<file path="src/rtl/layer_4_if.sv">
// rtl/layer_4_if.sv - d1/d2 in, e1/ep out bundle for the fourth reduction layer
interface layer_4_if;
  logic        in_valid;
  logic [23:1] d1;
  logic [31:9] d2;
  logic [31:1] e1;
  logic [24:9] ep;
  logic        ep_any;
  logic        out_valid;

  // Producer side: drives the two partial-product rows.
  modport master (
    output in_valid, d1, d2,
    input  e1, ep, ep_any, out_valid
  );

  // Reduction stage side.
  modport slave (
    input  in_valid, d1, d2,
    output e1, ep, ep_any, out_valid
  );
endinterface

</file>
<file path="src/rtl/layer_4.sv">
// rtl/layer_4.sv - approximate OR-merge of rows d1/d2 into e1 with error vector ep (LAYER_4_ERR_VEC_EN)
module layer_4 (
  input  logic      clk,
  input  logic      rst_n,
  layer_4_if.slave  bus
);

  logic [31:1] e1_d, e1_q;
  logic        out_valid_d, out_valid_q;

  // Sum row: OR over the overlap, straight pass-through outside it; hold when idle.
  always_comb begin
    e1_d = e1_q;
    if (bus.in_valid) begin
      e1_d[8:1]   = bus.d1[8:1];
      e1_d[23:9]  = bus.d1[23:9] | bus.d2[23:9];
      e1_d[31:24] = bus.d2[31:24];
    end
  end

  // Valid is the input valid delayed one edge, updated every cycle.
  always_comb begin
    out_valid_d = bus.in_valid;
  end

  // Pipeline register for the sum row and valid.
  always_ff @(posedge clk or negedge rst_n) begin
    if (!rst_n) begin
      e1_q        <= '0;
      out_valid_q <= 1'b0;
    end else begin
      e1_q        <= e1_d;
      out_valid_q <= out_valid_d;
    end
  end

  assign bus.e1        = e1_q;
  assign bus.out_valid = out_valid_q;

`ifdef LAYER_4_ERR_VEC_EN
  logic [24:9] ep_d, ep_q;

  // Lost carries of the OR-merge; weight 24 is alignment padding and never set.
  always_comb begin
    ep_d = ep_q;
    if (bus.in_valid) begin
      ep_d[24]   = 1'b0;
      ep_d[23:9] = bus.d1[23:9] & bus.d2[23:9];
    end
  end

  // Pipeline register for the error vector.
  always_ff @(posedge clk or negedge rst_n) begin
    if (!rst_n) begin
      ep_q <= '0;
    end else begin
      ep_q <= ep_d;
    end
  end

  assign bus.ep     = ep_q;
  assign bus.ep_any = |ep_q;
`else
  assign bus.ep     = '0;
  assign bus.ep_any = 1'b0;
`endif

endmodule

</file>
<file path="src/flat_wrapper.sv">
// flat-port wrapper written by rule: the top's interface ports become plain ports
module layer_4_flat 
  (clk, rst_n, bus_in_valid, bus_d1, bus_d2, bus_e1, bus_ep, bus_ep_any, bus_out_valid);
  layer_4_if bus_i ();
  input  logic clk;
  input  logic rst_n;
  input wire logic [$bits(bus_i.in_valid)-1:0] bus_in_valid;
  input wire logic [$bits(bus_i.d1)-1:0] bus_d1;
  input wire logic [$bits(bus_i.d2)-1:0] bus_d2;
  output wire logic [$bits(bus_i.e1)-1:0] bus_e1;
  output wire logic [$bits(bus_i.ep)-1:0] bus_ep;
  output wire logic [$bits(bus_i.ep_any)-1:0] bus_ep_any;
  output wire logic [$bits(bus_i.out_valid)-1:0] bus_out_valid;
  assign bus_i.in_valid = bus_in_valid;
  assign bus_i.d1 = bus_d1;
  assign bus_i.d2 = bus_d2;
  assign bus_e1 = bus_i.e1;
  assign bus_ep = bus_i.ep;
  assign bus_ep_any = bus_i.ep_any;
  assign bus_out_valid = bus_i.out_valid;
  layer_4 u_core (.clk(clk), .rst_n(rst_n), .bus(bus_i));
endmodule
</file>
<file path="config.mk">
export PLATFORM = sky130hd
export DESIGN_NAME = layer_4_flat
export DESIGN_NICKNAME = d
export VERILOG_FILES = /design/src/rtl/layer_4_if.sv /design/src/rtl/layer_4.sv /design/src/flat_wrapper.sv
export SDC_FILE = /design/constraint.sdc
export NUM_CORES = 1
export LEC_CHECK = 0
export CAP_MARGIN = 25
export CORE_MARGIN = 4
export CORE_UTILIZATION = 35
export CTS_BUF_LIST = sky130_fd_sc_hd__clkbuf_16
export DETAILED_ROUTE_END_ITERATION = 10
export PLACE_DENSITY = 0.9
export SLEW_MARGIN = 20
export SYNTH_ARGS = -nofsm -noshare
export SYNTH_HDL_FRONTEND = slang
export SYNTH_SLANG_ARGS = --single-unit
</file>
<file path="constraint.sdc">
create_clock -name clk -period 2.2 [get_ports clk]
set_clock_uncertainty 0.2 [all_clocks]
set_input_delay 0.44 -clock clk [delete_from_list [all_inputs] [get_ports clk]]
set_output_delay 0.44 -clock clk [all_outputs]
set_load 0.01 [all_outputs]
</file>
== After elaboration in Yosys (flattened, before gate mapping) ==
Index checks and enable logic that the tools add are counted.

* Word-level logic and storage cells: 3
* Memory bits (read-only): 0
* RAM bits: 0
* Bits of input ports: 49
* Output and inout bits: 49
* Bits in latches: 0
* Memories kept: 0
* Register bits: 32

* Add/sub/neg operators: 0
* Bitwise gates (word level): 1
* Shift operators: 0
* Multiply operators: 0
* Equal/unequal tests: 0
* Mux-type cells: 0
* Magnitude comparators: 0
* Reduce and logical (&&, ||, !) cells: 0
* Div/mod/pow operators: 0

{| class="wikitable"
|+ Operator list
! cell !! number
|-
| OR 15 bit || 1
|}

== Depth between registers and ports, before layout ==
* Depth in word-level cells: 1
* Mapped depth: 4

== Least setup slack after synthesis ==
No wires, ideal clock.

* Path kind: input-to-reg
* From: input bus_in_valid
* To: register u_core.e1_q (netlist bit u_core.bus.e1[24])
* Arrival time: 983 ps
* Buffers on the path: 2
* Path slack: 892 ps
* Library setup time: 125 ps
* Data required time: 1875 ps
* Stages: 3
* Cells stage by stage: buf_6 -> buf_12 -> mux2_4

{| class="wikitable"
|+ RTL lines
! element !! line !! text
|-
| from (decl) || flat_wrapper.sv:7 || <nowiki>input wire logic [$bits(bus_i.in_valid)-1:0] bus_in_valid;</nowiki>
|-
| to (signal assigned) || layer_4.sv:29 || <nowiki>e1_q <= '0;</nowiki>
|-
| to (signal assigned) || layer_4.sv:32 || <nowiki>e1_q <= e1_d;</nowiki>
|-
| to (decl) || layer_4.sv:8 || <nowiki>logic [31:1] e1_d, e1_q;</nowiki>
|}

No word-level cell between the ends.

== Final worst setup path ==
* From: register u_core.e1_q (netlist bit u_core.bus.e1[6])
* To: output bus_e1[5]

{| class="wikitable"
|+ RTL lines
! element !! line !! text
|-
| to (decl) || flat_wrapper.sv:10 || <nowiki>output wire logic [$bits(bus_i.e1)-1:0] bus_e1;</nowiki>
|}

No word-level cell between the ends.

==> out/summary.json <==
{
  "run_status": "completed",
  "vias_in_the_first_global_route": 1046,
  "cts-htree-levels": 2,
  "worst_slew_pin_slew_ns": 0.526,
  "io_pins": 98,
  "post-dp-hpwl_um": 2320,
  "timing.hold.worst_endpoint": "u_core.bus.e1[1]",
  "worstRegToRegCells": 1,
  "worst_slew_margin_rel_pct": 64.9,
  "worst_setup_hold_path_clk_slew_ns": 0.05,
  "tritoncts": "done",
  "critPathBufInv": 1,
  "flow.area_growth_from_synthesis_pct": 65.0,
  "clock_insertion_delay_worst_skew_ns": 0.27,
  "critPathRequiredTime_ns": 1.56,
  "route.detailed.drc": 0,
  "post-route-period-util_pct": 82.4,
  "routedWlPerCell_um": 12.0,
  "netlist.area_leader.share_pct": 56.2,
  "slowest_stage": "sky130_fd_sc_hd__clkdlybuf4s50_1",
  "synth.yosys.seq_area_share_pct": 56.2,
  "hold_buffers": 0,
  "n_fill_cell": 309,
  "detailroute.via_count": 1025,
  "ys.flop_type": "sky130_fd_sc_hd__dfrtp_1",
  "cts_resized": 0,
  "final-hold-violation-count": 0,
  "synth.area.top_cells": "sky130_fd_sc_hd__dfrtp_1, sky130_fd_sc_hd__mux2_4, sky130_fd_sc_hd__buf_4",
  "cts_made_buffers": 5,
  "pwr_density_cell_nw_per_um2": 753,
  "ys_ff_latch": 32,
  "multi_input_area_sq_um": 503,
  "global_route_wire_length_before_repair_um": 4750,
  "clock_tree.root_cell": "sky130_fd_sc_hd__clkbuf_16",
  "setup_tns_ns": 0,
  "crit_type": "reg -> out",
  "max_stage_delay_ns": 0.55,
  "io_buffers": 80,
  "antenna-diode-count": 0,
  "synth_top_cells_by_count": "sky130_fd_sc_hd__dfrtp_1, sky130_fd_sc_hd__nor2_1, sky130_fd_sc_hd__buf_4, sky130_fd_sc_hd__a21oi_2, sky130_fd_sc_hd__mux2_4",
  "ant_nets": 0,
  "cp-end-kind": "primary output",
  "async_reset_ff_share_pct": 100,
  "design.core.area_sq_um": 3800,
  "cp.arrival_ns": 1.17,
  "synth_largest_area_cell": "sky130_fd_sc_hd__dfrtp_1",
  "path_cells": "clkdlybuf4s50_1",
  "grt-ovfl-total": 0,
  "timing.critical_path.from_type": "flip-flop",
  "floorplan.die.width_um": 71.8,
  "finalPower_w": 0.00177,
  "rrSetupSlack_ns": 1.22,
  "finish.utilization_pct": 61.9,
  "numPlacedInstances": 241,
  "route.final.wire_length_um": 2990,
  "ir_drop_uv": 663,
  "initial_utilization_pct": 37.5,
  "die_area_sq_um": 5150,
  "num-nets-final": 249,
  "first_iter_violations": 29,
  "setup_viol": 0,
  "synth_enable_flop_cells": 0,
  "worst_min_delay_path_startpoint": "u_core.bus.e1[1]",
  "yosys.cell_types.count": 11,
  "all_layer_global_routing_usage_pct": 12.0,
  "detail_route.first_pass.iterations": 2,
  "storage_element_area_sq_um": 801,
  "slew_violations": 0,
  "post-route-min-period_ns": 1.81,
  "netlist_area_before_placement_sq_um": 1420,
  "critical_path.reg2reg.startpoint": "u_core.bus.e1[6]",
  "synth.avg_cell_area_sq_um": 12.3,
  "globalplace.congestion": 0.663,
  "timing.rr.end": "u_core.bus.e1[6]",
  "cts_max_path_buffers": 2,
  "critical_path.max_fanout": 2,
  "synth_most_common_cell": "sky130_fd_sc_hd__dfrtp_1",
  "post_cts_repair_timing_setup_buffer_count": 0,
  "antenna_found_initial": 0,
  "post_route_cells_drive_above_1_share_pct": 18.9,
  "cts_sinks": 32,
  "via_per_inst": 4.12,
  "post_layout_nonfiller_instances": 249,
  "grt_start_max_net_pins": 33,
  "netlist_instances": 116,
  "synth.yosys.warnings": 0,
  "vert_die_dim_um": 71.8,
  "drv.max_cap_violation_count": 0,
  "floorplan.rows": 22,
  "grt_setup_unrepaired": "false",
  "leakage_nw": 1.00,
  "holdCritPathClass": "reg -> reg",
  "category_of_cells_accounting_for_the_largest_share_of_critical_path_delay": "buffers and inverters",
  "worstHoldPathCells": 1,
  "max_clock_freq_mhz": 552
}
## report_power, final
group	internal, W	leakage (nW)	switching [W]	total (W)
logic	0.000214	0.570	0.000122	0.000336
clock network	0.000530	0.0798	0.000234	0.000764
registers	0.000642	0.351	0.0000272	0.000669
total	0.00139	1.00	0.000383	0.00177
## metal layers
layer	share of wire [%]	routed length [um]	GRT usage [%]
met3	14	414	7.43
met4	0.64	19	3.76
met1	36	1070	12.9
met5	0	0	0
met2	50	1490	19.5
## how the worst max path moves through the flow
| stage | start | endpoint | slack (ns) | cells after the start |
|---|---|---|---|---|
| floorplan | bus_in_valid | u_core.bus.e1[24] | 0.89 | 3 |
| global route | u_core.bus.e1[23] | bus_e1[22] | 0.33 | 1 |
| CTS | u_core.bus.e1[6] | bus_e1[5] | 0.37 | 1 |
| finish | u_core.bus.e1[6] | bus_e1[5] | 0.39 | 1 |
| detailed placement | bus_in_valid | u_core.bus.e1[10] | 0.46 | 4 |
| global placement | bus_in_valid | u_core.bus.e1[15] | 0.51 | 4 |
## area by class of cell
class                      instances  area share, %
tap                               48           2.56
sequential                        32           34.1
clock inverter                     3           1.81
clock buffer                       5           5.32
multi-input combinational         78           21.4
timing repair buffer              83           34.8
## through the flow
stage	worst slack [ns]	hold slack, ns	instance area, sq um
CTS	0.372	0.307	2350
floorplan	0.892	-0.0556	1480
detailed placement	0.464	0.295	2180
global placement	0.512	0.290	2180
finish	0.387	0.303	2350
global route	0.331	0.325	2350
## registers in the layout, indices dropped and copies added, names as in the netlist
register and count:
u_core.bus.out_valid 1, u_core.bus.e1 31
## cell families after synthesis
logic type / count (synthesis) / share of synthesized area, %
AOI/OAI and AO/OA: 15 / 7.91
buffers and inverters: 22 / 12.7
DFF: 32 / 56.2
muxes: 16 / 15.0
other: 1 / 0.263
and+or+nand+nor: 30 / 7.91
## cell usage in the layout (no fill, tap or decap), drive strengths merged
master	Yosys	layout
a21oi	15	15
buf	22	4
bufinv	0	1
clkbuf	0	5
clkdlybuf4s50	0	79
clkinv	0	1
clkinvlp	0	1
conb	1	17
dfrtp	32	32
mux2	16	16
nor2	30	30
No activity file was read; power rests on OpenSTA's default activity.
